`src/rtl/segment_decode_if.sv`:
```
// Segment capture bus: two raw segment patterns in, decoded digit pair out
// over a valid/ready handshake.
interface segment_decode_if;
  logic [8:0] segment_led_1;
  logic [8:0] segment_led_2;
  logic [3:0] seg_data_1;
  logic [3:0] seg_data_2;
  logic       err_1;
  logic       err_2;
  logic       data_valid;
  logic       data_ready;

  modport master (
    input  segment_led_1, segment_led_2, data_ready,
    output seg_data_1, seg_data_2, err_1, err_2, data_valid
  );

  modport slave (
    output segment_led_1, segment_led_2, data_ready,
    input  seg_data_1, seg_data_2, err_1, err_2, data_valid
  );
endinterface

```
`src/rtl/segment_decode.sv`:
```
// Glitch-filtered seven-segment to BCD decoder for two channels, presenting
// the latest stable digit pair over a valid/ready handshake.
module segment_decode #(
  parameter int STABLE_CYCLES = 16
) (
  input logic              clk,
  input logic              rst,
  segment_decode_if.master bus
);

  localparam logic [7:0] CNT_SAT    = 8'(STABLE_CYCLES);
  localparam logic [7:0] CNT_COMMIT = 8'(STABLE_CYCLES - 1);

  // Returns {digit, err}.
  function automatic logic [4:0] decode(input logic [6:0] pat);
    case (pat)
      7'h3f:   decode = {4'd0, 1'b0};
      7'h06:   decode = {4'd1, 1'b0};
      7'h5b:   decode = {4'd2, 1'b0};
      7'h4f:   decode = {4'd3, 1'b0};
      7'h66:   decode = {4'd4, 1'b0};
      7'h6d:   decode = {4'd5, 1'b0};
      7'h7d:   decode = {4'd6, 1'b0};
      7'h07:   decode = {4'd7, 1'b0};
      7'h7f:   decode = {4'd8, 1'b0};
      7'h6f:   decode = {4'd9, 1'b0};
      default: decode = {4'hf, 1'b1};
    endcase
  endfunction

  function automatic logic [7:0] sat_inc(input logic [7:0] c);
    sat_inc = (c >= CNT_SAT) ? CNT_SAT : c + 8'd1;
  endfunction

  logic [6:0] in_s [2];
  logic       unused_hi;

  assign in_s[0]   = bus.segment_led_1[6:0];
  assign in_s[1]   = bus.segment_led_2[6:0];
  assign unused_hi = ^{bus.segment_led_1[8:7], bus.segment_led_2[8:7]};

  logic [6:0] p_q   [2];
  logic [6:0] p_d   [2];
  logic [7:0] cnt_q [2];
  logic [7:0] cnt_d [2];
  logic [4:0] com_q [2];
  logic [4:0] com_d [2];
  logic [9:0] out_q, out_d;
  logic       vld_q, vld_d;
  logic [9:0] pair_s;

  assign pair_s = {com_q[0], com_q[1]};

  always_comb begin
    for (int i = 0; i < 2; i++) begin
      p_d[i]   = in_s[i];
      cnt_d[i] = 8'd1;
      com_d[i] = com_q[i];
      if (in_s[i] == p_q[i]) begin
        cnt_d[i] = sat_inc(cnt_q[i]);
        // Saturated counter never equals CNT_COMMIT again, so one commit per pattern.
        if (cnt_q[i] == CNT_COMMIT) com_d[i] = decode(in_s[i]);
      end
    end

    out_d = out_q;
    vld_d = vld_q;
    if ((pair_s != out_q) && (!vld_q || bus.data_ready)) begin
      out_d = pair_s;
      vld_d = 1'b1;
    end else if (vld_q && bus.data_ready) begin
      vld_d = 1'b0;
    end
  end

  always_ff @(posedge clk or posedge rst) begin
    if (rst) begin
      for (int i = 0; i < 2; i++) begin
        p_q[i]   <= 7'h00;
        cnt_q[i] <= 8'd0;
        com_q[i] <= 5'd0;
      end
      out_q <= 10'd0;
      vld_q <= 1'b0;
    end else begin
      for (int i = 0; i < 2; i++) begin
        p_q[i]   <= p_d[i];
        cnt_q[i] <= cnt_d[i];
        com_q[i] <= com_d[i];
      end
      out_q <= out_d;
      vld_q <= vld_d;
    end
  end

  assign bus.seg_data_1 = out_q[9:6];
  assign bus.err_1      = out_q[5];
  assign bus.seg_data_2 = out_q[4:1];
  assign bus.err_2      = out_q[0];
  assign bus.data_valid = vld_q;

endmodule

```
`src/flat_wrapper.sv`:
```
// flat-port wrapper written by rule: the top's interface ports become plain ports
module segment_decode_flat 
#(
  parameter int STABLE_CYCLES = 16
)
  (clk, rst, bus_segment_led_1, bus_segment_led_2, bus_data_ready, bus_seg_data_1, bus_seg_data_2, bus_err_1, bus_err_2, bus_data_valid);
  segment_decode_if bus_i ();
  input logic clk;
  input logic rst;
  input wire logic [$bits(bus_i.segment_led_1)-1:0] bus_segment_led_1;
  input wire logic [$bits(bus_i.segment_led_2)-1:0] bus_segment_led_2;
  input wire logic [$bits(bus_i.data_ready)-1:0] bus_data_ready;
  output wire logic [$bits(bus_i.seg_data_1)-1:0] bus_seg_data_1;
  output wire logic [$bits(bus_i.seg_data_2)-1:0] bus_seg_data_2;
  output wire logic [$bits(bus_i.err_1)-1:0] bus_err_1;
  output wire logic [$bits(bus_i.err_2)-1:0] bus_err_2;
  output wire logic [$bits(bus_i.data_valid)-1:0] bus_data_valid;
  assign bus_i.segment_led_1 = bus_segment_led_1;
  assign bus_i.segment_led_2 = bus_segment_led_2;
  assign bus_i.data_ready = bus_data_ready;
  assign bus_seg_data_1 = bus_i.seg_data_1;
  assign bus_seg_data_2 = bus_i.seg_data_2;
  assign bus_err_1 = bus_i.err_1;
  assign bus_err_2 = bus_i.err_2;
  assign bus_data_valid = bus_i.data_valid;
  segment_decode #(.STABLE_CYCLES(STABLE_CYCLES)) u_core (.clk(clk), .rst(rst), .bus(bus_i));
endmodule
```
`config.mk`:
```
export PLATFORM = sky130hd
export DESIGN_NAME = segment_decode_flat
export DESIGN_NICKNAME = d
export VERILOG_FILES = /design/src/rtl/segment_decode_if.sv /design/src/rtl/segment_decode.sv /design/src/flat_wrapper.sv
export SDC_FILE = /design/constraint.sdc
export NUM_CORES = 1
export LEC_CHECK = 0
export ABC_AREA = 1
export BUFFER_PORTS_ARGS = -buffer_cell sky130_fd_sc_hd__buf_2
export CAP_MARGIN = 15
export CELL_PAD_IN_SITES_DETAIL_PLACEMENT = 0
export CELL_PAD_IN_SITES_GLOBAL_PLACEMENT = 2
export CORE_ASPECT_RATIO = 0.6
export CORE_UTILIZATION = 33
export CTS_BUF_LIST = sky130_fd_sc_hd__clkbuf_8 sky130_fd_sc_hd__clkbuf_16
export CTS_CLUSTER_SIZE = 28
export DETAILED_ROUTE_END_ITERATION = 8
export PLACE_DENSITY_LB_ADDON = 0.2
export SLEW_MARGIN = 20
export SYNTH_ARGS = -nofsm -noshare
export SYNTH_HDL_FRONTEND = slang
export SYNTH_SLANG_ARGS = --single-unit
```
`constraint.sdc`:
```
create_clock -name clk -period 1.62 [get_ports clk]
set_input_delay 0 -clock clk [delete_from_list [all_inputs] [get_ports clk]]
set_output_delay 0 -clock clk [all_outputs]
set_load 0.03 [all_outputs]
```
After elaboration in Yosys (flattened, before gate mapping) --
Cells that the tools add are included.
Word-level totals: word-level logic and storage cells 52, memory bits (read-only) 0, output and inout bits 11, bits in latches 0, register bits 51, RAM bits 0, input port bits 21, memories kept 0
Operators by class: $mul 0, muxes and demuxes 8, reductions and logical operators 7, eq/ne operators 25, divide/modulo/power cells 0, magnitude comparators 2, bitwise operators 0, $add $sub $neg 2, shift-type cells 0
Operator list (number):
- $pmux 5 s10 | 2
- $eq 7x7->1 const B | 14
- $mux 8 | 4
- $eq 7x3->1 const B | 4
- $add 8x1->8 const B | 2
- $eq 8x4->1 const B | 2
- $ge 8x5->1 const B | 2
- $eq 7x6->1 const B | 2
- $eq 7x7->1 | 2
- $ne 10x10->1 | 1
- $reduce_and 2->1 | 2
- $logic_and 1x1->1 | 2
- $mux 1 | 2
- $reduce_bool 2->1 | 1
- $logic_not 1->1 | 1
- $logic_or 1x1->1 | 1

Logic depth before layout (Yosys ltp) --
depth after elaboration 4, mapped depth 11, mapped depth without buffers 10

Worst setup path after synthesis --
Ideal clock, no wire load.
kind register to register, from register u_core.out_q[5], to register u_core.vld_q, in the netlist u_core.bus.data_valid, arrival time 1199 ps, period minus slack after synthesis 1329 ps, required time 1490 ps, setup time 130 ps, setup slack 291 ps, stages on the path, launching flop included 11, path buffers 1, path through dfrtp_1 > inv_1 > nand2_1 > nand2_1 > nor2_1 > nand2_1 > nor2_2 > nand2_2 > nand2_2 > buf_6 > nand2_1
Between the ends: word-level cells in the longest chain between the ends 3, elaborated cells between the ends (all ways) 4, those cells by class 1 x eq/ne; 1 x mux; 2 x reduce/logical
RTL lines:
- start, declared | RTL line segment_decode.sv:48 | logic [9:0] out_q, out_d;
- start signal, assigned | RTL line segment_decode.sv:91 | out_q <= out_d;
- $ne 10x10->1 (*) | RTL line segment_decode.sv:68 | if ((pair_s != out_q) && (!vld_q || bus.data_ready)) begin
- $logic_and 1x1->1 (*) | RTL line segment_decode.sv:68
- $mux 1 / $reduce_bool 2->1 (equally long branches)
- end signal, assigned | RTL line segment_decode.sv:92 | vld_q <= vld_d;
- end, declared | RTL line segment_decode.sv:49 | logic vld_q, vld_d;
Mark *: on every way between the ends. The rest lies on a longest branch, timed or not. A chain may end at the register's enable or synchronous reset.

Worst setup path in the final report --
from register u_core.cnt_q[8] in the netlist's numbering, to register u_core.com_q[6] in the netlist's numbering
Between the ends: word-level cells in the longest chain between the ends 2
RTL lines:
- start, declared | RTL line segment_decode.sv:44 | logic [7:0] cnt_q [2];
- start signal, assigned by index | RTL line segment_decode.sv:88 | cnt_q[i] <= cnt_d[i];
- $eq 8x4->1 | RTL line segment_decode.sv:62 | if (cnt_q[i] == CNT_COMMIT) com_d[i] = decode(in_s[i]);
- $reduce_and 2->1 (no source line)
- end signal, assigned by index | RTL line segment_decode.sv:89 | com_q[i] <= com_d[i];
- end, declared | RTL line segment_decode.sv:46 | logic [4:0] com_q [2];
Every way passes these cells.

==> run metrics <==
status=completed; Fin Setup TNS=0 ns; P&R area growth vs syn=22.4%; post-cts sizing count=0; Final Hold Fails=0; Max Transition Viols Final=0; hold path cells=5; CTS tree=done; Async SR Flop Fraction=100%; chip width=around 120 microns; Root Driver=clkbuf_16; Reg2Reg Depth=8; share of the yosys chip area belonging to registers=about 48%; Num Clock Sinks=just over 50; HP Class=in2reg; syn avg cell area=around 7.6 sq um; RSZ-0062 raised after global routing=false; global route overflow=0; share of the synthesized area in the top cell type=between 40% and 50%; flop and latch count out of synthesis=51; Avg Vias per Cell=around 4.1; synth top area cells=dfrtp_1 48%, nand2_1 19%, nor2_1 6.9%; vias in the first global route=1930; Synth Instances=roughly 350; IO Pins=32; DR WL/cell=about 11 microns; Worst Slack Setup Final=~0.23 ns; Die Area=0.00848 sq mm; fin crit period=1.39 ns; n_diodes=0; num rows=25; synth cell count leaders=136 x nand2_1, 51 x dfrtp_1, 49 x nor2_1; number of DRC markers in iteration 0=about 150; H-tree levels=2; critical path fanouts, max=7; GRT Total Usage=between 10% and 20%; Fmax=721 MHz; Pleak=between 1.5 and 2 nW; EDFF count, synth=0; Mapped Area=~0.0027 sq mm; share of cells above drive strength 1=between 15 and 20%; MaxCap Viol Count=0; Clock transition at path regs=approximately 0.070 ns; CP Class=reg2reg; post-detailed-route count of antenna-violating nets=0; CP startpoint kind=flip-flop; DIE HEIGHT=~72 microns; flip-flop and latch area=around 0.0013 sq mm; Yosys warnings=0; 1st-pass router iterations=4; post-place setup slack=0.261 ns; period utilization=a little under nine tenths; Worst-Skew Late Latency=0.29 ns; final WL=about 5700 microns; starting density of the core=around 34%; gpl congestion=between 0.7 and 0.8; initial antenna violation count=0; Arrival @ worst endpoint=between 1.5 and 2 ns; port bufs=27; ys flop type=dfrtp_1; data required time of the worst path=~1.9 ns; Power, Total=roughly 3.1 mW; multi-input logic area=~0.0012 sq mm; total CTS buffers=5; Power per Cell Area=935 mW/mm^2; # DRC=0; first-pass GRT wire length=9940 microns; top-count cell post-synth=nand2_1; total vias in the final route=2116; Post-CTS Repair Setup Buffers=0; Post-DP HPWL=4150 microns; fin nets=429; Critical Path End Type=flip-flop; Final setup violation count=0; Clock Path Buffers=2; skew final=0.00349 ns; core box area=between 0.007 and 0.008 sq mm; synth unique cells=21; largest net degree at the start of global routing=52; fill cell count=839; maximum VDD drop=between 0.5 and 0.6 mV; cell taking the most area after synthesis=dfrtp_1
==> cell type report <==
class                      instances  area share (%)
sequential                        51            39.0
multi-input combinational        259            37.3
timing repair buffer              45            9.79
inverter                          42            4.82
tap                              108            4.13
clock buffer                       5            3.82
clock inverter                     2            1.15
==> sequential cells by signal (all words and copies together), names as in the netlist <==
signal / cells
u_core.out_q: 10
u_core.com_q: 10
u_core.bus.data_valid: 1
u_core.p_q: 14
u_core.cnt_q: 16
==> cell families after synthesis <==
logic type      after synthesis  synth area share (%)
compound gates                4                 0.936
simple gates                228                  36.2
buf+inv                      46                  7.30
flops                        51                  47.7
other cells                   1                 0.140
xor+xnor                     17                  5.85
fa+ha+maj                     4                  1.87
==> what timing repair did <==
action                                  in CTS  in global routing
hold buffers                                15                  0
endpoints found under the hold margin       65                  0
endpoints found under the setup margin       0                  0
==> path summary, 6_finish.rpt <==
check | slack [ns] | from | end
min in group asynchronous | 0.30 | rst | u_core.cnt_q[0]
max in group asynchronous | 1.10 | rst | u_core.com_q[9]
worst min-delay path | 0.24 | bus_data_ready | u_core.out_q[2]
worst max register to register | 0.23 | u_core.cnt_q[8] | u_core.com_q[6]
worst max-delay path | 0.23 | u_core.cnt_q[8] | u_core.com_q[6]
worst min register to register | 0.52 | u_core.com_q[9] | u_core.com_q[9]
==> metrics by stage <==
step	utilization [%]	hold slack (ns)	instances	cell area [sq um]
6_report	41.7	0.245	512	3270
2_1_floorplan	-	0.0314	356	2690
5_1_grt	41.7	0.309	512	3270
3_3_place_gp	37.7	0.0679	490	2960
3_5_place_dp	37.7	0.0736	490	2960
4_1_cts	41.7	0.231	512	3270
==> placed cells by master, fill, tap and decap left out <==
| master | netlist | routed |
|---|---|---|
| nand2_2 | 6 | 6 |
| or2_1 | 2 | 2 |
| nand4_1 | 3 | 3 |
| nand2_1 | 136 | 136 |
| inv_1 | 37 | 36 |
| dfrtp_1 | 51 | 51 |
| xor2_1 | 2 | 2 |
| nand3_1 | 19 | 19 |
| buf_4 | 0 | 2 |
| conb_1 | 1 | 6 |
| clkbuf_16 | 0 | 5 |
| inv_2 | 5 | 6 |
| or2_2 | 2 | 2 |
| o211ai_1 | 2 | 2 |
| o21ai_1 | 2 | 2 |
| nor2_2 | 9 | 9 |
| dlygate4sd3_1 | 0 | 15 |
| nor2_1 | 49 | 49 |
| buf_12 | 0 | 1 |
| xnor2_2 | 1 | 1 |
| ha_1 | 4 | 4 |
| xnor2_1 | 14 | 14 |
| nand3b_4 | 2 | 2 |
| clkinvlp_4 | 0 | 1 |
| bufinv_16 | 0 | 1 |
| buf_2 | 0 | 27 |
==> critical path: stages (launching register included) <==
cell,delay [ns]
dfrtp_1,0.40
ha_1,0.18
nand2_1,0.07
nor2_1,0.15
nand2_1,0.09
nand3b_4,0.21
inv_2,0.11
nand2_1,0.07
nand2_1,0.05
==> per-layer routing <==
metal  global-route usage, %  routed length (microns)  vias up
met5                       0                        0        -
met4                    5.13                       63        0
met3                    3.98                      228        4
met2                    18.0                     1960       27
met1                    24.9                     3440      937
li1                        -                        -     1148
==> power by group <==
| group | total (mW) | internal [mW] | switching (mW) | leakage (nW) |
|---|---|---|---|---|
| combinational | 0.529 | 0.176 | 0.353 | 1.03 |
| clock | 1.17 | 0.720 | 0.454 | 0.0759 |
| sequential | 1.36 | 1.33 | 0.0314 | 0.654 |
| total | 3.06 | 2.22 | 0.839 | 1.76 |
No activity file was read; power rests on OpenSTA's default activity.
